File: src/rtl/led_fader.sv
// LED cross-fader: accepts a 4-bit on/off pattern over valid/ready, ramps each
// channel's brightness linearly toward full on/off and drives the pins with PWM.
module led_fader #(
  parameter int N_LEDS      = 4,
  parameter int PWM_BITS    = 8,
  parameter int STEP_CYCLES = 65536
) (
  input  logic              clk,
  input  logic              rst,
  input  logic [N_LEDS-1:0] pat,
  input  logic              pat_valid,
  output logic              pat_ready,
  output logic              busy,
  output logic [N_LEDS-1:0] leds
);

  localparam logic [PWM_BITS-1:0] MAX  = '1;
  localparam int                  PS_W = $clog2(STEP_CYCLES);

  typedef enum logic {IDLE, FADE} state_t;

  state_t              state, next_state;
  logic [PS_W-1:0]     prescaler;
  logic [PWM_BITS-1:0] pwm_cnt;
  logic [PWM_BITS-1:0] level   [N_LEDS];
  logic [PWM_BITS-1:0] target  [N_LEDS];
  logic [PWM_BITS-1:0] stepped [N_LEDS];
  logic                accept;
  logic                wrap;
  logic                req_match;
  logic                step_done;

  assign accept = pat_valid && pat_ready;
  assign wrap   = (prescaler == PS_W'(STEP_CYCLES - 1));

  // Each level moves one step toward its target; equal levels hold, so a
  // level can never overshoot or wrap.
  // NOTE: every always_comb output gets a default first so no latch is inferred.
  always_comb begin
    req_match = 1'b1;
    step_done = 1'b1;
    for (int i = 0; i < N_LEDS; i++) begin
      stepped[i] = level[i];
      if (level[i] < target[i])
        stepped[i] = level[i] + PWM_BITS'(1);
      else if (level[i] > target[i])
        stepped[i] = level[i] - PWM_BITS'(1);
      if ((pat[i] ? MAX : '0) != level[i])
        req_match = 1'b0;
      if (stepped[i] != target[i])
        step_done = 1'b0;
    end
  end

  // State register.
  // NOTE: sequential state uses non-blocking assignments only.
  always_ff @(posedge clk or negedge rst) begin
    if (!rst) state <= IDLE;
    else      state <= next_state;
  end

  // Next-state logic.
  always_comb begin
    next_state = state;
    case (state)
      IDLE: if (accept && !req_match) next_state = FADE;
      FADE: if (wrap && step_done)    next_state = IDLE;
      default: next_state = IDLE;
    endcase
  end

  // Output logic.
  always_comb begin
    pat_ready = (state == IDLE);
  end

  // Datapath: levels, targets, prescaler, PWM counter and registered outputs.
  // NOTE: level/target arrays are plain flops, not RAM, so they are reset.
  always_ff @(posedge clk or negedge rst) begin
    if (!rst) begin
      prescaler <= '0;
      pwm_cnt   <= '0;
      busy      <= 1'b0;
      leds      <= '0;
      for (int i = 0; i < N_LEDS; i++) begin
        level[i]  <= '0;
        target[i] <= '0;
      end
    end else begin
      pwm_cnt <= pwm_cnt + PWM_BITS'(1);
      busy    <= (next_state == FADE);
      if (accept) begin
        prescaler <= '0;
        for (int i = 0; i < N_LEDS; i++)
          target[i] <= pat[i] ? MAX : '0;
      end else if (state == FADE) begin
        prescaler <= wrap ? '0 : prescaler + PS_W'(1);
        if (wrap)
          for (int i = 0; i < N_LEDS; i++)
            level[i] <= stepped[i];
      end
      // Full scale is forced on so MAX has no one-cycle gap per PWM period.
      for (int i = 0; i < N_LEDS; i++)
        leds[i] <= (level[i] == MAX) ? 1'b1 : (pwm_cnt < level[i]);
    end
  end

endmodule

File: config.mk
export PLATFORM = sky130hd
export DESIGN_NAME = led_fader
export DESIGN_NICKNAME = d
export VERILOG_FILES = /design/src/rtl/led_fader.sv
export SDC_FILE = /design/constraint.sdc
export NUM_CORES = 1
export LEC_CHECK = 0
export BUFFER_PORTS_ARGS = -buffer_cell sky130_fd_sc_hd__buf_2
export CAP_MARGIN = 10
export CORE_UTILIZATION = 33
export DETAILED_ROUTE_END_ITERATION = 8
export GPL_TIMING_DRIVEN = 0
export PLACE_DENSITY = 0.56
export SLEW_MARGIN = 20
export SYNTH_ARGS = -nofsm -noshare
export SYNTH_HDL_FRONTEND = slang
export SYNTH_SLANG_ARGS = --single-unit
File: constraint.sdc
create_clock -name clk -period 6.8 [get_ports clk]
set_input_delay 0.68 -clock clk [delete_from_list [all_inputs] [get_ports clk]]
set_output_delay 0.68 -clock clk [all_outputs]
set_load 0.01 [all_outputs]
Word level (Yosys, flattened, before mapping) --
Cells that the tools add are included.
Word-level totals: bits in latches 0, flip-flop bits (word level) 93, bits in writable memories 0, word-level logic and storage cells 85, input bits 7, ROM bits 0, memories 0
Cells by class: shifts and indexed selects 0, add/sub/neg operators 10, divide/modulo/power cells 0, order comparisons 12, $mul 0, bitwise gates (word level) 2, mux-type cells 30, reductions and logical operators 6, equality and inequality tests 13
Operators with widths (count):
- 2-to-1 mux 8 bit | 12
- < comparator 8 bit | 8
- inequality test 8 bit | 8
- 2-to-1 mux 16 bit | 3
- adder 8 x 1 -> 8 bit, second input constant | 5
- equality test 8 bit, second input constant | 4
- > comparator 8 bit | 4
- subtractor 8 x 1 -> 8 bit, second input constant | 4
- adder 16 x 1 -> 16 bit, second input constant | 1
- equality test 16 bit, second input constant | 1
- 2-to-1 mux 1 bit | 14
- logical AND 1 bit | 3
- AND reduction 3 bit | 1
- inverter 1 bit | 2
- case mux 1 bit (2 select lines) | 1
- nonzero test 2 bit | 1
- logical NOT 1 bit | 1

Longest topological paths before layout --
depth in word-level cells 11, mapped depth 14

Least setup slack after synthesis --
No wires, ideal clock.
kind reg2reg, start register target[22] (netlist name), end register busy, cell stages (with the launch flop) 13, data required time 6679 ps, arrival 2645 ps, setup time 121 ps, path buffers 0, slack 4034 ps, clock period less this slack 2766 ps, cells stage by stage dfrtp_1 inv_1 ha_1 nor2b_4 o211ai_2 a21oi_2 o2111ai_2 and3_1 nor2_1 or4_1 o21ai_1 o2111ai_1 a22o_1
On the way: longest elaborated chain between the ends 10, elaborated cells between the ends (all ways) 11, classes of those cells 2 x order compare; 1 x eq/ne; 7 x mux; 1 x reduce/logical
RTL lines:
- from (decl) | line 26 | logic [PWM_BITS-1:0] target [N_LEDS];
- from (signal, indexed assignment) | line 95 | target[i] <= pat[i] ? MAX : '0;
- > comparator 8 bit | line 46 | else if (level[i] > target[i])
- 2-to-1 mux 8 bit | line 46
- 2-to-1 mux 8 bit | line 44 | if (level[i] < target[i])
- inequality test 8 bit (*) | line 50 | if (stepped[i] != target[i])
- 2-to-1 mux 1 bit (*) (3 in a row) | line 50
- logical AND 1 bit (*) | line 67 | FADE: if (wrap && step_done) next_state = IDLE;
- 2-to-1 mux 1 bit (*) | line 67
- case mux 1 bit (2 select lines) (*) | line 65 | case (state)
- named net next_state | line 22 | state_t state, next_state;
- to (signal assigned) | line 91 | busy <= (next_state == FADE);
- to (decl) | line 13 | output logic busy,
Mark *: on every way through the listed nets, which the timed path passes. The rest lies on a longest branch. A chain may end at the register's enable or synchronous reset.

Final worst setup path --
start register target[6] (netlist name), end register busy
On the way: longest elaborated chain between the ends 8, elaborated cells between the ends (all ways) 9, classes of those cells 2 x order compare; 1 x eq/ne; 5 x mux; 1 x reduce/logical
RTL lines (line):
- > comparator 8 bit | 46
- 2-to-1 mux 8 bit | 46
- 2-to-1 mux 8 bit | 44
- inequality test 8 bit (*) | 50
- 2-to-1 mux 1 bit (*) | 50
- logical AND 1 bit (*) | 67
- 2-to-1 mux 1 bit (*) | 67
- case mux 1 bit (2 select lines) (*) | 65
- named net next_state | 22
Marks and branches as above.

==> results.py <==
metrics = {
    "logic_synthesis": {
        "synth-seq-area-share_pct": 27.4,
        "post_synth_and_or_nand_nor_area_fraction_pct": 25.6,
        "synth-seq-cells": 65,
        "synth.top_cells.by_area": "sky130_fd_sc_hd__dfrtp_1 27%, sky130_fd_sc_hd__ha_1 15%, sky130_fd_sc_hd__xnor2_1 5.5%",
        "xor_xnor_share_of_the_synthesized_area_pct": 6.35,
        "post_synth_adder_cell_area_pct": 14.8,
        "dominantRegCellSynth": "sky130_fd_sc_hd__dfrtp_1",
        "post-synth-top-area-cell": "sky130_fd_sc_hd__dfrtp_1",
        "post_synth_mux_area_share_pct": 1.25,
        "synth_compound_area_share_pct": 20.1,
        "synth.lib_cells_used.distinct": 72,
        "synthesized_area_per_cell_um2": 8.31,
        "ys.warnings.count": 0,
        "synth.cell_area_um2": 5930,
        "synth-edff-count": 0,
        "syn_inst": 713,
        "asyncSetResetFlopFracSynth_pct": 100,
        "post_syn_nets": 790,
        "synth_largest_type_area_fraction_pct": 27.4,
        "combinational_family_with_the_most_area_after_synthesis": "simple AND/OR/NAND/NOR gates",
    },
    "clocking": {
        "clock_tree_from_tritoncts": "yes",
        "worst_skew_pair.late_latency_ns": 0.34,
        "h-tree-depth": 3,
        "holdBufCountCts": 0,
        "cts.sinks": 65,
        "clock_tree.buffer_depth": 2,
        "total_clock_buffers_created_by_cts": 9,
        "post_cts_resized": 0,
        "cts_setup_buffers": 0,
        "cts-root-buf": "sky130_fd_sc_hd__clkbuf_16",
        "worst_setup_hold_path_clk_slew_ns": 0.06,
    },
    "routing": {
        "detailroute.via_count": 5327,
        "postRouteAntennaNets": 0,
        "drt-vias-per-instance": 5.51,
        "route.final.wire_length_um": 15400,
        "drt-pass1-iter-count": 5,
        "drc_markers": 0,
        "drt_iter0_markers": 219,
        "detail_route.wl_per_cell_um": 15.9,
    },
    "sta": {
        "finalSetupTns_ns": 0,
        "fin_skew_ns": 0.00303,
        "final-setup-viol-count": 0,
        "setup_repair_after_global_routing_missed_its_margin": "no",
        "worst_slew_margin_rel_pct": 31.5,
        "tightest_slew_ns": 1.02,
        "timing.fmax_mhz": 298,
        "post-route-period-util_pct": 49.3,
        "hold_violations": 0,
        "finalCriticalPeriod_ns": 3.35,
        "hold_slack_ns": 0.230,
        "max_slew_violations": 0,
    },
    "worst_hold_path": {
        "min-delay-path-class": "in -> async",
    },
    "critical_path": {
        "cp_top_family": "compound AO/OA/AOI/OAI gates",
        "critical_path_peak_fanout": 10,
        "slowest_delay_ns": 0.44,
        "worst_setup_path_start_kind": "register",
        "crit_chain": "inv_1 -> ha_1 -> a211oi_1 -> nor2_1 -> nor2_2 -> a31oi_1 -> xnor2_1 -> nand2_1 -> nand4b_1 -> o31ai_1 -> o2111ai_1 -> a22o_1",
        "timing.critical_path.buf_inv": 1,
        "timing.critical_path.slowest_stage_cell": "sky130_fd_sc_hd__dfrtp_1",
        "crit_path_end_kind": "register",
        "critical_path_arrival_ns": 3.58,
        "worst-setup-path-type": "reg -> reg",
        "critical_path_required_ns": 7.03,
    },
    "global_route": {
        "grt_start_max_net_pins": 47,
        "global_route.peak_usage_layer": "met2",
        "via_count_of_the_first_global_routing_pass": 4894,
        "grt_first_pass_wirelength_um": 25300,
        "global_route.usage.met2_pct": 27.6,
        "globalRouteMet1Util_pct": 24.4,
        "antenna_found_initial": 1,
        "globalRouteMet3Util_pct": 3.32,
        "grt_use_total_pct": 17.6,
        "gr-total-overflow": 0,
    },
    "layout": {
        "drive_above_1_share_pct": 9.03,
        "synthToLayoutAreaGrowth_pct": 11.3,
        "final_common_cell": "sky130_fd_sc_hd__ha_1",
        "most-common-layout-cells": "70 x sky130_fd_sc_hd__ha_1, 66 x sky130_fd_sc_hd__nand2_1, 65 x sky130_fd_sc_hd__dfrtp_1",
        "antenna_cells_inserted": 0,
        "final_net_count": 814,
        "post_layout_nonfiller_instances": 967,
        "num-fill-cells": 1804,
    },
    "placement": {
        "globalplace.congestion": 0.916,
        "place_hpwl_um": 11700,
        "portBuffers": 12,
        "dp.cells": 951,
    },
    "floorplan": {
        "chipHeight_um": 136,
        "placeableCoreArea_um2": 17400,
        "die_area_um2": 18500,
        "num_io_pins": 13,
        "die_x_um": 136,
        "start_util_pct": 34.0,
        "fp-row-count": 48,
    },
    "outcome": {
        "outcome": "complete, no violations",
    },
    "power": {
        "p_leak_uw": 0.00277,
        "vdd.ir_drop.worst_mv": 0.146,
        "power.density_cell_area_nw_per_um2": 183,
        "design_power_total_uw": 1210,
    },
    "job": {
        "max_cap_violations": 0,
    },
}
==> synth_stat cells (5+ instances only) <==
cell type	number
sky130_fd_sc_hd__dfrtp_1	65
sky130_fd_sc_hd__a21o_1	16
sky130_fd_sc_hd__nor2b_1	13
sky130_fd_sc_hd__or4_1	5
sky130_fd_sc_hd__or3_1	7
sky130_fd_sc_hd__ha_1	70
sky130_fd_sc_hd__xor2_1	6
sky130_fd_sc_hd__nand3_1	28
sky130_fd_sc_hd__nand2_1	66
sky130_fd_sc_hd__nand4_1	23
sky130_fd_sc_hd__nor2_1	53
sky130_fd_sc_hd__o211ai_1	6
sky130_fd_sc_hd__and3_1	13
sky130_fd_sc_hd__a31oi_1	9
sky130_fd_sc_hd__o31ai_1	6
sky130_fd_sc_hd__xnor2_1	37
sky130_fd_sc_hd__a211oi_1	11
sky130_fd_sc_hd__nor4_1	7
sky130_fd_sc_hd__inv_1	41
sky130_fd_sc_hd__a22oi_1	7
sky130_fd_sc_hd__buf_2	7
sky130_fd_sc_hd__mux2i_1	6
sky130_fd_sc_hd__nand2b_1	13
sky130_fd_sc_hd__clkbuf_1	10
sky130_fd_sc_hd__o21ai_0	57
sky130_fd_sc_hd__and2_1	7
sky130_fd_sc_hd__nor3_1	20
sky130_fd_sc_hd__a21oi_1	31
sky130_fd_sc_hd__o32ai_1	6
==> path summary, 6_finish.rpt <==
path / from / end / slack [ns] / cells past startpoint
max in group asynchronous: rst / level[26] / 6.04 / 2
min: rst / level[18] / 0.23 / 1
min in group clk: prescaler[2] / prescaler[2] / 0.50 / 1
min reg2reg: prescaler[2] / prescaler[2] / 0.50 / 1
max: target[6] / busy / 3.45 / 12
max reg2reg: target[6] / busy / 3.45 / 12
==> registers in the layout, indices dropped and copies added (netlist names) <==
name / count
busy: 1
pwm_cnt: 8
prescaler: 16
target: 4
level: 32
leds: 4
==> kinds of logic (layout without fill, tap and decap cells) <==
logic type / after synthesis / after routing
AO/OA/AOI/OAI: 182 / 182
XOR/XNOR: 43 / 43
adder cells (fa/ha/maj): 70 / 70
buffers and inverters: 63 / 92
flip-flops: 65 / 65
multiplexers: 7 / 7
AND/OR/NAND/NOR: 283 / 283
==> metrics by stage <==
stage / worst slack [ns] / instance area, um2 / utilization [%]
final: 3.45 / 6600 / 37.9
after global routing: 3.07 / 6600 / 37.9
after CTS: 3.45 / 6600 / 37.9
after detailed placement: 3.47 / 6300 / 36.2
after global placement: 3.40 / 6270 / 36.0
after floorplan: 4.03 / 5930 / -
==> area by class of cell <==
class | instances | area [um2] | share of cell area (%)
tap | 225 | 282 | 4.27
timing repair buffer | 13 | 90.1 | 1.37
multi-input combinational | 585 | 4030 | 61.1
clock inverter | 5 | 55.1 | 0.835
clock buffer | 11 | 243 | 3.68
buffer | 21 | 110 | 1.67
inverter | 42 | 158 | 2.39
sequential | 65 | 1630 | 24.7
==> layer usage <==
metal	routed length (um)	part of all wire (%)	vias up
met5	0	0	-
met4	204	1.3	0
met3	577	3.7	16
met2	6940	45	101
met1	7670	50	2538
li1	-	-	2672
==> power breakdown <==
part,internal (uW),leakage (uW),total [uW],switching [uW]
Sequential,418,0.000872,453,35.0
Combinational,110,0.00176,280,170
Clock,293,0.000142,474,182
Total,820,0.00277,1210,387
==> worst register-to-register path: stages, from the launching register on <==
cell                        delay (ns)
sky130_fd_sc_hd__dfrtp_1          0.44
sky130_fd_sc_hd__inv_1            0.23
sky130_fd_sc_hd__ha_1             0.29
sky130_fd_sc_hd__a211oi_1         0.23
sky130_fd_sc_hd__nor2_1           0.09
sky130_fd_sc_hd__nor2_2           0.33
sky130_fd_sc_hd__a31oi_1          0.16
sky130_fd_sc_hd__xnor2_1          0.33
sky130_fd_sc_hd__nand2_1          0.08
sky130_fd_sc_hd__nand4b_1         0.18
sky130_fd_sc_hd__o31ai_1          0.39
sky130_fd_sc_hd__o2111ai_1        0.23
sky130_fd_sc_hd__a22o_1           0.27
Note: power is estimated with default switching activity, not from simulation.
